===== src/rtl/serializer_pkg.sv =====
// rtl/serializer_pkg.sv - shared types and constants for the ASCII serializer
package serializer_pkg;

  typedef enum logic {
    ST_IDLE  = 1'b0,
    ST_SHIFT = 1'b1
  } state_t;

  localparam int DEFAULT_TICK_DIV = 25000000;
  localparam logic [7:0] ASCII_E = 8'h45;

  function automatic int cnt_width(input int div);
    return (div > 1) ? $clog2(div) : 1;
  endfunction

  localparam int CNT_W = cnt_width(DEFAULT_TICK_DIV);

endpackage


===== src/rtl/tick_gen.sv =====
// rtl/tick_gen.sv - free-running divider producing a one-cycle tick every TICK_DIV clocks
module tick_gen
  import serializer_pkg::*;
#(
  parameter int TICK_DIV = DEFAULT_TICK_DIV
) (
  input  logic CLOCK_50,
  input  logic RST_N,
  output logic tick
);

  localparam int W = cnt_width(TICK_DIV);
  localparam logic [W-1:0] LAST = W'(TICK_DIV - 1);

  logic [W-1:0] count;

  // With TICK_DIV=1 the counter sits at 0 and tick stays high every cycle.
  assign tick = (count == LAST);

  always_ff @(posedge CLOCK_50 or negedge RST_N) begin
    if (!RST_N) begin
      count <= '0;
    end else if (tick) begin
      count <= '0;
    end else begin
      count <= count + W'(1);
    end
  end

endmodule


===== src/rtl/ascii_serializer.sv =====
// rtl/ascii_serializer.sv - one-deep buffered MSB-first bit serializer paced by tick_gen
module ascii_serializer
  import serializer_pkg::*;
#(
  parameter int TICK_DIV = DEFAULT_TICK_DIV
) (
  input  logic       CLOCK_50,
  input  logic       RST_N,
  input  logic [7:0] char_in,
  input  logic       char_load,
  output logic       char_ready,
  output logic       ser_bit,
  output logic       bit_valid,
  output logic       char_done,
  output logic       busy,
  output logic [2:0] bit_idx
);

  state_t     state;
  logic [7:0] hold;
  logic       hold_valid;
  logic [7:0] shift;
  logic       tick;

  tick_gen #(
    .TICK_DIV(TICK_DIV)
  ) u_tick_gen (
    .CLOCK_50(CLOCK_50),
    .RST_N   (RST_N),
    .tick    (tick)
  );

  assign char_ready = !hold_valid;

  // Accept and hold-transfer are mutually exclusive on hold_valid, so a load
  // coinciding with a transfer is simply not accepted that cycle.
  always_ff @(posedge CLOCK_50 or negedge RST_N) begin
    if (!RST_N) begin
      state      <= ST_IDLE;
      hold       <= '0;
      hold_valid <= 1'b0;
      shift      <= '0;
      ser_bit    <= 1'b0;
      bit_valid  <= 1'b0;
      char_done  <= 1'b0;
      busy       <= 1'b0;
      bit_idx    <= 3'd7;
    end else begin
      bit_valid <= 1'b0;
      char_done <= 1'b0;

      if (char_load && !hold_valid) begin
        hold       <= char_in;
        hold_valid <= 1'b1;
      end

      if (tick) begin
        case (state)
          ST_IDLE: begin
            if (hold_valid) begin
              shift      <= hold;
              hold_valid <= 1'b0;
              bit_idx    <= 3'd7;
              state      <= ST_SHIFT;
              busy       <= 1'b1;
            end
          end
          ST_SHIFT: begin
            ser_bit   <= shift[7];
            bit_valid <= 1'b1;
            if (bit_idx == 3'd0) begin
              char_done <= 1'b1;
              bit_idx   <= 3'd7;
              if (hold_valid) begin
                shift      <= hold;
                hold_valid <= 1'b0;
              end else begin
                shift <= {shift[6:0], 1'b0};
                state <= ST_IDLE;
                busy  <= 1'b0;
              end
            end else begin
              shift   <= {shift[6:0], 1'b0};
              bit_idx <= bit_idx - 3'd1;
            end
          end
          default: state <= ST_IDLE;
        endcase
      end
    end
  end

endmodule


===== config.mk =====
export PLATFORM = sky130hd
export DESIGN_NAME = ascii_serializer
export DESIGN_NICKNAME = d
export VERILOG_FILES = /design/src/rtl/serializer_pkg.sv /design/src/rtl/tick_gen.sv /design/src/rtl/ascii_serializer.sv
export SDC_FILE = /design/constraint.sdc
export NUM_CORES = 1
export LEC_CHECK = 0
export ABC_AREA = 1
export BUFFER_PORTS_ARGS = -buffer_cell sky130_fd_sc_hd__buf_2
export CAP_MARGIN = 25
export CELL_PAD_IN_SITES_DETAIL_PLACEMENT = 0
export CELL_PAD_IN_SITES_GLOBAL_PLACEMENT = 1
export CORE_ASPECT_RATIO = 1.4
export CORE_MARGIN = 5
export CORE_UTILIZATION = 32
export CTS_CLUSTER_DIAMETER = 80
export CTS_CLUSTER_SIZE = 25
export DETAILED_ROUTE_END_ITERATION = 10
export PLACE_DENSITY_LB_ADDON = 0.1
export SYNTH_ARGS = -nofsm -noshare
export SYNTH_HDL_FRONTEND = slang
export SYNTH_SLANG_ARGS = --single-unit

===== constraint.sdc =====
create_clock -name CLOCK_50 -period 2.2 [get_ports CLOCK_50]
set_clock_uncertainty 0.05 [all_clocks]
set_input_delay 0 -clock CLOCK_50 [delete_from_list [all_inputs] [get_ports CLOCK_50]]
set_output_delay 0 -clock CLOCK_50 [all_outputs]
set_load 0.03 [all_outputs]

==> results.sh <==
export IMPL_reg2reg_to="shift[3]$_DFFE_PN0P_"
export IMPL_grtUsageMet1=0.159
export IMPL_power_total_uw=1980
export IMPL_mapped_nets=379
export IMPL_worst_hold_startpoint="char_load"
export IMPL_run_status="complete, no violations"
export IMPL_sequential_to_total_area_share_from_yosys_stat=0.452
export IMPL_power_density_nw_per_um2=602
export IMPL_cts_setup_buffers=0
export IMPL_boundaryPins=19
export IMPL_fp_dieW_um=88.8
export IMPL_worst_skew_pair_late_latency_ns=0.29
export IMPL_numCtsBuffers=5
export IMPL_setup_tns_ns=0
export IMPL_hp_class="primary input to flop"
export IMPL_worstPathArrival_ns=1.82
export IMPL_grt_setup_unrepaired="no"
export IMPL_multi_input_comb_area_um2=1340
export IMPL_drv_cap=0
export IMPL_clockRootBuffer="clkbuf_16"
export IMPL_final_nets=412
export IMPL_post_cts_resized=0
export IMPL_wl_mm=7.10
export IMPL_post_route_util=0.384
export IMPL_worst_setup_path_type="flop to flop"
export IMPL_finalWeightedCongestion=0.787
export IMPL_grt_antenna_before_repair=0
export IMPL_mostFrequentLayoutCell="nand2_1"
export IMPL_gr_max_usage_layer="met2"
export IMPL_synth_edff_count=0
export IMPL_postSynthCellCount=365
export IMPL_grt_met2_usage=0.276
export IMPL_worstSetupEndpoint="shift[3]$_DFFE_PN0P_"
export IMPL_post_synth_num_cell_types=30
export IMPL_globalRoute_totalOverflow=0
export IMPL_final_cell_mix="nand2_1 (116), nor2_1 (55), dfrtp_1 (47), inv_1 (40), nand3_1 (29)"
export IMPL_route_detailed_wl_per_inst_um=14.1
export IMPL_design_core_area_um2=8560
export IMPL_mean_cell_area_of_the_mapped_netlist_um2=7.61
export IMPL_grt_total_usage=0.147
export IMPL_irDropWorstVdd_mv=0.301
export IMPL_yosysWarnings=0
export IMPL_clkTransAtPathRegs_ns=0.07
export IMPL_grt_max_degree=20
export IMPL_yosys_most_used_dff="dfrtp_1"
export IMPL_finalHoldViolCount=0
export IMPL_period_needed_ns=1.68
export IMPL_cts_root_to_sink_buffers=2
export IMPL_n_fill_cell=922
export IMPL_setup_worst_path_start_class="flop"
export IMPL_fin_crit_sh=0.766
export IMPL_final_layout_size_suffix_gt1_frac=0.165
export IMPL_slew_limit_headroom=0.634
export IMPL_cts_hold_buffers=9
export IMPL_core_rowCount=40
export IMPL_r2r_setup_slack_ns=0.52
export IMPL_cts_max_level=2
export IMPL_number_of_port_buffers=18
export IMPL_antennaDiodeCount=0
export IMPL_timing_reg2reg_worst_path_depth=8
export IMPL_total_leakage_power_uw=0.00170
export IMPL_synth_cell_area_um2=2780
export IMPL_route_detailed_vias_per_inst=4.60
export IMPL_worst_setup_path_end_kind="flop"
export IMPL_syn_to_final_growth_pct=18.3
export IMPL_detailedPlacementHpwl_mm=5.56
export IMPL_worst_path_required_time_ns=2.33
export IMPL_vias=2317
export IMPL_drcViolationCount=0
export IMPL_grt_pass1_wl_mm=11.9
export IMPL_seqCellArea_um2=1250
export IMPL_clock_sink_count=50
export IMPL_floorplan_die_area_um2=10700
export IMPL_timing_final_setup_violations=0
export IMPL_drt_initial_drc_count=106
export IMPL_yosys_register_bits=50
export IMPL_initial_core_utilization=0.325
export IMPL_dr_pass1_iters=4
export IMPL_cts_tree="built"
export IMPL_timing_fmax_mhz=594
export IMPL_via_count_of_the_first_global_routing_pass=2402
export IMPL_max_slew_worst_pin_slew_ns=0.548
export IMPL_regToRegStartpoint="u_tick_gen.count[0]$_DFF_PN0_"
export IMPL_remaining_number_of_nets_flagged_by_the_antenna_check_after_routing=0
export IMPL_worstPathMaxFanout=8
export IMPL_synth_async_reset_ratio=1.00
export IMPL_grt_met3_usage=0.0225
export IMPL_crit_start="u_tick_gen.count[0]$_DFF_PN0_"
export IMPL_timing_max_transition_violations_final=0
export IMPL_chip_height_um=120
## metal layers
layer  wire [µm]  part of all wire
met4         168             0.024
met2        3950              0.56
met5           0                 0
met1        2850              0.40
met3         136             0.019
## worst min-delay path by stage
stage / slack, ns / cells past startpoint / endpoint
final: 0.04 / 3 / hold_valid$_DFF_PN0_
after CTS: 0.04 / 3 / hold_valid$_DFF_PN0_
after global routing: 0.06 / 3 / hold_valid$_DFF_PN0_
after global placement: -0.09 / 1 / u_tick_gen.count[7]$_DFF_PN0_
after detailed placement: -0.09 / 1 / u_tick_gen.count[7]$_DFF_PN0_
after floorplan: -0.35 / 0 / bit_valid$_DFF_PN0_
## worst max-delay path, stage by stage, from the launching register on
cell     delay [ns]
dfrtp_1        0.42
ha_1           0.22
nand2_1        0.08
nor2_2         0.18
nand2_1        0.16
inv_2          0.16
nand3_4        0.14
nand2_1        0.10
nand2_1        0.05
## cells in the mapped netlist, types with 2 or more instances
master	number	area [µm²]
o21bai_1	2	15.0
nor2_2	8	50.1
nand3_2	2	20.0
dfstp_2	3	78.8
xor2_1	10	87.6
inv_1	40	150
ha_1	3	37.5
nand3_1	29	145
nand2_1	116	435
o21ai_0	3	15.0
nor2_4	2	22.5
dfrtp_1	47	1180
o21ai_1	2	10.0
a21oi_1	4	20.0
nand2_2	7	43.8
inv_2	2	7.51
mux2_2	7	78.8
nand4_1	8	50.1
buf_2	3	15.0
and3_1	2	12.5
nor2_1	55	206
xnor2_1	2	17.5
## report_power, final
part / total, µW / internal (µW) / switching, µW / leakage, µW
logic: 41.8 / 18.9 / 22.9 / 0.000944
clock network: 1020 / 654 / 366 / 0.0000940
registers: 919 / 919 / 0 / 0.000663
total: 1980 / 1590 / 389 / 0.00170
## per-stage QoR
| step | cell area, µm² | setup WS (ns) | hold WS [ns] | std cells |
|---|---|---|---|---|
| after floorplan | 2780 | 0.608 | -0.346 | 365 |
| after global placement | 3000 | 0.517 | -0.0900 | 487 |
| after detailed placement | 3000 | 0.485 | -0.0876 | 487 |
| after CTS | 3290 | 0.472 | 0.0449 | 504 |
| after global routing | 3290 | 0.308 | 0.0643 | 504 |
| final | 3290 | 0.516 | 0.0362 | 504 |
## logic make-up (layout without fill, tap and decap cells)
group / after synthesis / count (layout) / synth area share
AOI/OAI and AO/OA: 11 / 11 / 0.0216
xor gates and xnor gates: 12 / 12 / 0.0378
adders and majority gates: 3 / 3 / 0.0135
buffers and inverters: 47 / 81 / 0.0666
DFF: 50 / 50 / 0.452
muxes: 7 / 7 / 0.0284
and+or+nand+nor: 235 / 235 / 0.380
## registers in the layout, indices dropped and copies added, names as in the netlist
register and count:
hold 8, busy 1, u_tick_gen.count 25, ser_bit 1
char_done 1, bit_idx 3, state 1, shift 8
bit_valid 1, hold_valid 1
## area by class of cell
cell class	count	area share
Timing Repair Buffer	30	0.0616
Clock buffer	5	0.0381
Sequential cell	50	0.382
Clock inverter	3	0.0209
Tap cell	105	0.0400
Multi-Input combinational cell	268	0.407
Inverter	43	0.0506
(Power assumes the default switching activity.)
